--- config.mk ---
export PLATFORM = sky130hd
export DESIGN_NAME = mem_arbiter
export DESIGN_NICKNAME = d
export VERILOG_FILES = /design/src/rtl/mem_arb_pkg.sv /design/src/rtl/mem_arbiter_rr_pick.sv /design/src/rtl/mem_arbiter.sv
export SDC_FILE = /design/constraint.sdc
export NUM_CORES = 1
export LEC_CHECK = 0
export CAP_MARGIN = 20
export CORE_MARGIN = 8
export CORE_UTILIZATION = 38
export CTS_CLUSTER_SIZE = 10
export DETAILED_ROUTE_END_ITERATION = 12
export PLACE_DENSITY = 0.84
export SYNTH_ARGS = -nofsm -noshare
export SYNTH_HDL_FRONTEND = slang
export SYNTH_SLANG_ARGS = --single-unit
--- constraint.sdc ---
create_clock -name clk -period 1.42 [get_ports clk]
set_input_delay 0.142 -clock clk [delete_from_list [all_inputs] [get_ports clk]]
set_output_delay 0.142 -clock clk [all_outputs]
set_load 0.05 [all_outputs]
--- src/rtl/mem_arb_pkg.sv ---
// Shared definitions for the memory arbiter: default widths, FSM state type
// and a helper for sizing requester index fields.
package mem_arb_pkg;

    localparam int NUM_REQ_DEFAULT = 2;
    localparam int ADDR_W_DEFAULT  = 5;
    localparam int DATA_W_DEFAULT  = 8;

    typedef enum logic [1:0] {
        IDLE    = 2'd0,
        ACCESS  = 2'd1,
        CAPTURE = 2'd2
    } arb_state_t;

    // A single requester still needs a one-bit index field.
    function automatic int idx_width(input int n);
        return (n > 1) ? $clog2(n) : 1;
    endfunction

endpackage

--- src/rtl/mem_arbiter_rr_pick.sv ---
// Combinational round-robin selector: scans requesters starting just after
// the previous winner and returns the first active one as one-hot and index.
module rr_pick
    import mem_arb_pkg::*;
#(
    parameter int NUM_REQ = NUM_REQ_DEFAULT,
    parameter int IDX_W   = idx_width(NUM_REQ)
) (
    input  logic [NUM_REQ-1:0] req,
    input  logic [IDX_W-1:0]   last_winner,
    output logic [NUM_REQ-1:0] winner_onehot,
    output logic [IDX_W-1:0]   winner_idx,
    output logic               any_req
);

    int         cand;
    logic [IDX_W-1:0] cand_idx;
    logic       found;

    // The previous winner is visited last, so it only wins again when alone.
    always_comb begin
        winner_onehot = '0;
        winner_idx    = '0;
        any_req       = |req;
        found         = 1'b0;
        cand          = 0;
        cand_idx      = '0;
        for (int i = 1; i <= NUM_REQ; i++) begin
            cand     = (int'(last_winner) + i) % NUM_REQ;
            cand_idx = IDX_W'(cand);
            if (!found && req[cand_idx]) begin
                found                   = 1'b1;
                winner_idx              = cand_idx;
                winner_onehot[cand_idx] = 1'b1;
            end
        end
    end

endmodule

--- src/rtl/mem_arbiter.sv ---
// Round-robin arbiter giving NUM_REQ requesters single-access turns on one
// synchronous memory port; reads return data two cycles after the grant.
module mem_arbiter
    import mem_arb_pkg::*;
#(
    parameter int NUM_REQ = NUM_REQ_DEFAULT,
    parameter int ADDR_W  = ADDR_W_DEFAULT,
    parameter int DATA_W  = DATA_W_DEFAULT
) (
    input  logic                       clk,
    input  logic                       rst_n,
    input  logic [NUM_REQ-1:0]         req,
    input  logic [NUM_REQ-1:0]         req_we,
    input  logic [NUM_REQ*ADDR_W-1:0]  req_addr,
    input  logic [NUM_REQ*DATA_W-1:0]  req_wdata,
    output logic [NUM_REQ-1:0]         gnt,
    output logic [NUM_REQ-1:0]         rvalid,
    output logic [DATA_W-1:0]          rdata,
    output logic                       busy,
    output logic                       mem_read,
    output logic                       mem_write,
    output logic [ADDR_W-1:0]          mem_addr,
    output logic [DATA_W-1:0]          mem_data_in,
    input  logic [DATA_W-1:0]          mem_data_out
);

    localparam int IDX_W = idx_width(NUM_REQ);

    arb_state_t         state_q;
    arb_state_t         state_d;
    logic [IDX_W-1:0]   last_winner_q;
    logic               we_q;

    logic [NUM_REQ-1:0] pick_onehot;
    logic [IDX_W-1:0]   pick_idx;
    logic               any_req;

    logic [ADDR_W-1:0]  addr_arr  [NUM_REQ];
    logic [DATA_W-1:0]  wdata_arr [NUM_REQ];

    logic               grant_en;
    logic [NUM_REQ-1:0] gnt_d;
    logic [NUM_REQ-1:0] rvalid_d;
    logic               mem_read_d;
    logic               mem_write_d;

    always_comb begin
        for (int i = 0; i < NUM_REQ; i++) begin
            addr_arr[i]  = req_addr[i*ADDR_W +: ADDR_W];
            wdata_arr[i] = req_wdata[i*DATA_W +: DATA_W];
        end
    end

    rr_pick #(
        .NUM_REQ (NUM_REQ),
        .IDX_W   (IDX_W)
    ) u_rr_pick (
        .req           (req),
        .last_winner   (last_winner_q),
        .winner_onehot (pick_onehot),
        .winner_idx    (pick_idx),
        .any_req       (any_req)
    );

    always_ff @(posedge clk or negedge rst_n) begin
        if (!rst_n) begin
            state_q <= IDLE;
        end else begin
            state_q <= state_d;
        end
    end

    always_comb begin
        state_d = state_q;
        unique case (state_q)
            IDLE:    if (any_req) state_d = ACCESS;
            ACCESS:  state_d = we_q ? IDLE : CAPTURE;
            CAPTURE: state_d = IDLE;
            default: state_d = IDLE;
        endcase
    end

    // Requests are only looked at in IDLE; the in-flight winner is last_winner_q.
    always_comb begin
        grant_en    = (state_q == IDLE) && any_req;
        gnt_d       = grant_en ? pick_onehot : '0;
        mem_write_d = grant_en && req_we[pick_idx];
        mem_read_d  = grant_en && !req_we[pick_idx];
        rvalid_d    = (state_q == CAPTURE) ? (NUM_REQ'(1) << last_winner_q) : '0;
    end

    always_ff @(posedge clk or negedge rst_n) begin
        if (!rst_n) begin
            gnt           <= '0;
            rvalid        <= '0;
            rdata         <= '0;
            mem_read      <= 1'b0;
            mem_write     <= 1'b0;
            mem_addr      <= '0;
            mem_data_in   <= '0;
            we_q          <= 1'b0;
            last_winner_q <= IDX_W'(NUM_REQ - 1);
        end else begin
            gnt       <= gnt_d;
            rvalid    <= rvalid_d;
            mem_read  <= mem_read_d;
            mem_write <= mem_write_d;
            if (grant_en) begin
                last_winner_q <= pick_idx;
                we_q          <= req_we[pick_idx];
                mem_addr      <= addr_arr[pick_idx];
                mem_data_in   <= wdata_arr[pick_idx];
            end
            if (state_q == CAPTURE) begin
                rdata <= mem_data_out;
            end
        end
    end

    assign busy = (state_q != IDLE);

endmodule

== Word-level counts from Yosys, hierarchy flattened ==
Index checks and enable logic that the tools add are counted.

* Register bits after elaboration: 31
* Bits in latches: 0
* Bits in writable memories: 0
* ROM bits: 0
* Memories kept: 0

* Add/sub/neg operators: 2
* $mul: 0
* Div/mod/pow operators: 0
* $lt $le $gt $ge: 6
* Eq/ne operators: 3
* Shift-type cells: 1
* Muxes and demuxes: 26
* Bitwise operators: 2
* Reductions and logical operators: 11

{| class="wikitable"
|+ Operators by type and width
! kind !! number
|-
| 8-bit 2-to-1 mux || 3
|-
| 5-bit 2-to-1 mux || 3
|-
| 2-bit 2-to-1 mux || 6
|-
| 1-bit 2-to-1 mux || 11
|-
| 1-bit logical AND || 6
|-
| 1-bit by 2-bit < comparator with 1-bit output, second input constant || 3
|-
| 2-bit case mux with 2 select lines || 1
|-
| 1-bit adder, second input constant || 2
|-
| 1-bit demux with 1-bit select || 2
|-
| 2-bit by 1-bit equality test with 1-bit output, second input constant || 1
|-
| 2-bit equality test, second input constant || 1
|-
| 1-bit greater-or-equal comparator, second input constant || 2
|-
| 2-bit greater-or-equal comparator, second input constant || 1
|-
| 1-bit zero test || 2
|-
| 2-bit zero test || 1
|-
| 2-bit inequality test, second input constant || 1
|-
| 1-bit NOT with 2-bit output || 1
|-
| 2-bit OR || 1
|-
| 2-bit nonzero test || 1
|-
| 2-bit OR reduction || 1
|-
| 1-bit by 1-bit << shifter with 2-bit output, first input constant || 1
|}

== Longest topological paths before layout ==
* Word-level depth: 11
* Mapped depth: 6
* Mapped depth without buffers: 3

== Modules after synthesis ==
A second synthesis with hierarchy kept.

* Cells, all modules: 90
* Area, all modules: 1,405.1 sq um

{| class="wikitable"
|+ Modules (own cells, without submodules)
! module !! instances !! cells an instance !! area an instance (sq um) !! sequential area each (sq um)
|-
| mem_arbiter || 1 || 85 || 1,372.6 || 777.0
|-
| rr_pick || 1 || 5 || 32.5 || 0.0
|}

== Least setup slack after synthesis ==
No wires, ideal clock.

* Path kind: flip-flop to flip-flop
* From: register state_q[1]
* To: register gnt[1]
* Library setup time: 0.076 ns
* Arrival: 1.243 ns
* Data required time: 1.344 ns
* Path slack: 0.101 ns
* Stages on the path, launching flop included: 5
* Period minus slack after synthesis: 1.319 ns
* Cells stage by stage: dfrtp_1 > nor2_2 > buf_2 > inv_1 > nor2_1

* Longest elaborated chain between the ends: 3

{| class="wikitable"
|+ Ends and longest elaborated chain
! element !! line !! text
|-
| start, declared || mem_arbiter.sv:29 || <nowiki>arb_state_t state_q;</nowiki>
|-
| start signal, assigned || mem_arbiter.sv:69 || <nowiki>state_q <= state_d;</nowiki>
|-
| 2-bit zero test || mem_arbiter.sv:85 || <nowiki>grant_en = (state_q == IDLE) && any_req;</nowiki>
|-
| 1-bit logical AND || mem_arbiter.sv:85 ||
|-
| 2-bit 2-to-1 mux || mem_arbiter.sv:86 || <nowiki>gnt_d = grant_en ? pick_onehot : '0;</nowiki>
|-
| via gnt_d[1] || mem_arbiter.sv:42 || <nowiki>logic [NUM_REQ-1:0] gnt_d;</nowiki>
|-
| end signal, assigned || mem_arbiter.sv:104 || <nowiki>gnt <= gnt_d;</nowiki>
|-
| end, declared || mem_arbiter.sv:16 || <nowiki>output logic [NUM_REQ-1:0] gnt,</nowiki>
|}

The timed path passes the listed nets, and every way through them passes these cells.
A chain may end at the register's enable or synchronous reset.

== Worst setup path after layout ==
* From: register state_q[1]
* To: output port busy

* Longest elaborated chain between the ends: 1

{| class="wikitable"
|+ Ends and longest elaborated chain
! element !! line !! text
|-
| 2-bit nonzero test || mem_arbiter.sv:120 || <nowiki>assign busy = (state_q != IDLE);</nowiki>
|-
| end, declared || mem_arbiter.sv:19 || <nowiki>output logic busy,</nowiki>
|}

No other way between the ends.

==> impl_results.md <==
- Port Buffers: 67
- Fin. max-slew vios: 0
- Layout cell share with drive strength beyond 1: 0.296
- DIE AREA: 5500 sq um
- # setup viols final: 0
- Via/cell ratio: between 4 and 5
- DP Worst Slack: -0.131 ns
- GR met2 Demand/Resource: 0.245
- CP Cell Sequence: nor2_2, buf_6, inv_4, buf_8
- Die Ht: about 74 um
- Crit path launch: state_q[1]$_DFFE_PN0P_
- Antenna violation net count after detailed routing: 0
- Top cells by count, synth: dfrtp_1 (30), nand2_1 (27), a21oi_1 (17)
- Critical R2R Launch: last_winner_q$_DFFE_PN1P_
- Number of synthesized flops with an enable pin: 0
- Cell with the most instances after synthesis: dfrtp_1
- Num CTS Buffers: 5
- Slew HR: 0.706
- Syn Inst Count: 120
- Synth Area in XOR/XNOR: 0
- Hold Violations, Final: 0
- Num ports: 68
- Peak supply drop: 0.960 mV
- Status: completed
- CORE AREA: 3280 sq um
- H-tree depth: 2
- Clock tree buffer depth: 2
- GPL Wtd Cong: 0.702
- Top-area cell type share of the netlist area: 0.584
- Detailed Route WL: between 3 and 4 mm
- Highest clock rate: approximately 0.74 GHz
- Setup TNS: 0 ns
- Crit end category: output pin
- Synth warn: 0
- Min-delay worst type: input port to asynchronous set/reset pin
- Initial core utilization: 0.391
- Most used DFF post-synth: dfrtp_1
- Post-Synth Adder-Cell Area: 0
- Mapped Area: 1280 sq um
- Yosys reg bits: 31
- Gr busiest metal: met2
- Syn_area_per_cell: about 11 sq um
- Clock skew: between 0.006 and 0.007 ns
- Fin cells: 245
- First-pass GRT wire length: about 5.8 mm
- Total GRT Usage: 0.137
- Slowest cell delay on critical path: roughly 0.4 ns
- Placed cell count: roughly 230
- Total number of vias: between 1000 and 1500
- Nets: 238
- Synth async-reset ratio: 1.00
- Grt ovf: 0
- Hold slack: ~0.18 ns
- Iter 0 DRT Violations: 35
- Unique cell type count in the Yosys netlist: 22
- Drt pass-1 iters: 4
- Sinks on the clock net: 31
- Root buf cell: clkbuf_4
- Crit-path slowest cell: dfrtp_1
- Worst-Margin Slew: 0.441 ns
- Crit Path Category: flip-flop to output pin
- Period utilization: 0.953
- Worst path arrival time: 1.21 ns
- Estimated wirelength of the detail-placed design: ~2.9 mm
- Max Cap Viol: 0
- Final worst slack: about 0.067 ns
- Power per cell area: about 2500 nW/um^2
- CTS tree: built
- GR Util met3: 0.0620
- Clock Latency Late Sink: roughly 0.32 ns
- Antenna violations before repair: 0
- Cell Rows: 21
- Die Wd: around 74 um
- Largest net degree at the start of global routing: 32
- Compound-Gate Fraction of Synth Area: 0.148
- Fill count: ~280
- Largest family of logic cells by synthesized area: compound AO/OA/AOI/OAI gates
- Leakage: 0.947 nW
- Syn-to-layout area delta: 61.7%
- N_diodes: 0
- Synth Area in Simple Gates: 0.125
- Vias in the first global route: ~1300
- Startpoint types: flip-flop
- Synth area leader: dfrtp_1
- Synthesized net count: between 150 and 200
- Reg clk slew, reported paths: approximately 0.090 ns
- GR Util met1: 0.143
- Minimum clock period: about 1.4 ns
- Final routed DRC violation total: 0
- Area contributors post-synth: dfrtp_1 (58%), nand2_1 (7.9%), mux2_2 (7.0%), a31oi_1 (6.8%), a21oi_1 (6.6%)
- WL per Instance: between 10 and 15 um
- Critical-path maximum fanout: 7
- Register area share after synthesis: 0.605
- Critical Path RT: 1.28 ns
- Mux contribution to synthesized area: 0.0779
- Util after Layout: 0.633
==> report_power, final <==
part / internal [W] / switching [W] / total, W
Sequential: 0.00131 / 0.000234 / 0.00154
Combinational: 0.00111 / 0.00205 / 0.00317
Clock: 0.000291 / 0.000275 / 0.000567
==> metrics by stage <==
stage          total power, W  instance area, sq um
3_5_place_dp          0.00461                  1970
6_report              0.00527                  2080
5_1_grt               0.00557                  2080
3_3_place_gp          0.00452                  1970
4_1_cts               0.00522                  2050
2_1_floorplan         0.00361                  1280
==> what timing repair did <==
item / 4_1_cts / 5_1_grt
cloned: 0 / 0
buffers inserted: 1 / 2
pin swaps: 1 / 1
setup endpoints to repair: 1 / 1
gates resized for setup: 1 / 4
hold buffers: 0 / 0
==> placed cells by master, fill, tap and decap left out <==
cell type        count
a21bo_1              1
and2_4               1
buf_12               1
clkbuf_1             1
mux2_2               8
dfrtp_1             30
or2_0                1
nor2b_1              1
dfstp_2              1
a31oi_1             14
a21boi_1             1
clkbuf_8             2
nor2_2               1
nor2_1               3
mux2i_1              1
clkbuf_4             5
nor3b_1              1
inv_1                1
nand2_1             27
buf_8                1
buf_6                1
buf_4               37
inv_4                1
a21oi_1             17
nand2b_1             1
clkdlybuf4s50_1     39
and2_1               1
==> flip-flops by register name (all words and copies together) (netlist names), 2 cells and up <==
signal,count
mem_addr,5
state_q,2
mem_data_in,8
rdata,8
rvalid,2
gnt,2
==> cell type report <==
cell class,instances,area (sq um),share of cell area
Multi-Input combinational cell,79,450,0.217
Inverter,2,10.0,0.00482
Clock buffer,8,68.8,0.0331
Sequential cell,31,777,0.374
Timing Repair Buffer,79,714,0.344
Tap cell,46,57.6,0.0277
==> logic make-up (layout without fill, tap and decap cells) <==
group                  after synthesis  after routing
AO/OA/AOI/OAI                       33             33
multiplexers                         9              9
flip-flops                          31             31
AND/OR/NAND/NOR                     37             37
buffers and inverters               10             89
==> worst paths after layout <==
kind / to / slack, ns / cells past startpoint
setup reg to reg: we_q$_DFFE_PN0P_ / 0.11 / 3
setup / recovery: busy / 0.07 / 4
hold reg to reg: state_q[1]$_DFFE_PN0P_ / 0.47 / 1
min in group clk: mem_addr[2]$_DFFE_PN0P_ / 0.38 / 3
max in group asynchronous: last_winner_q$_DFFE_PN1P_ / 1.01 / 2
hold / removal: gnt[1]$_DFF_PN0_ / 0.18 / 2
==> metal layers <==
layer  routed length [um]  part of all wire
met5                    0                 0
met4                   12            0.0033
met3                  311             0.086
met2                 1820              0.50
met1                 1460              0.41
==> critical path, delay by kind of cell, from the launching register on <==
| kind | cells | cell delay (ns) |
|---|---|---|
| simple gates | 1 | 0.16 |
| buf+inv | 3 | 0.33 |
| flops | 1 | 0.41 |
(Power assumes the default switching activity.)
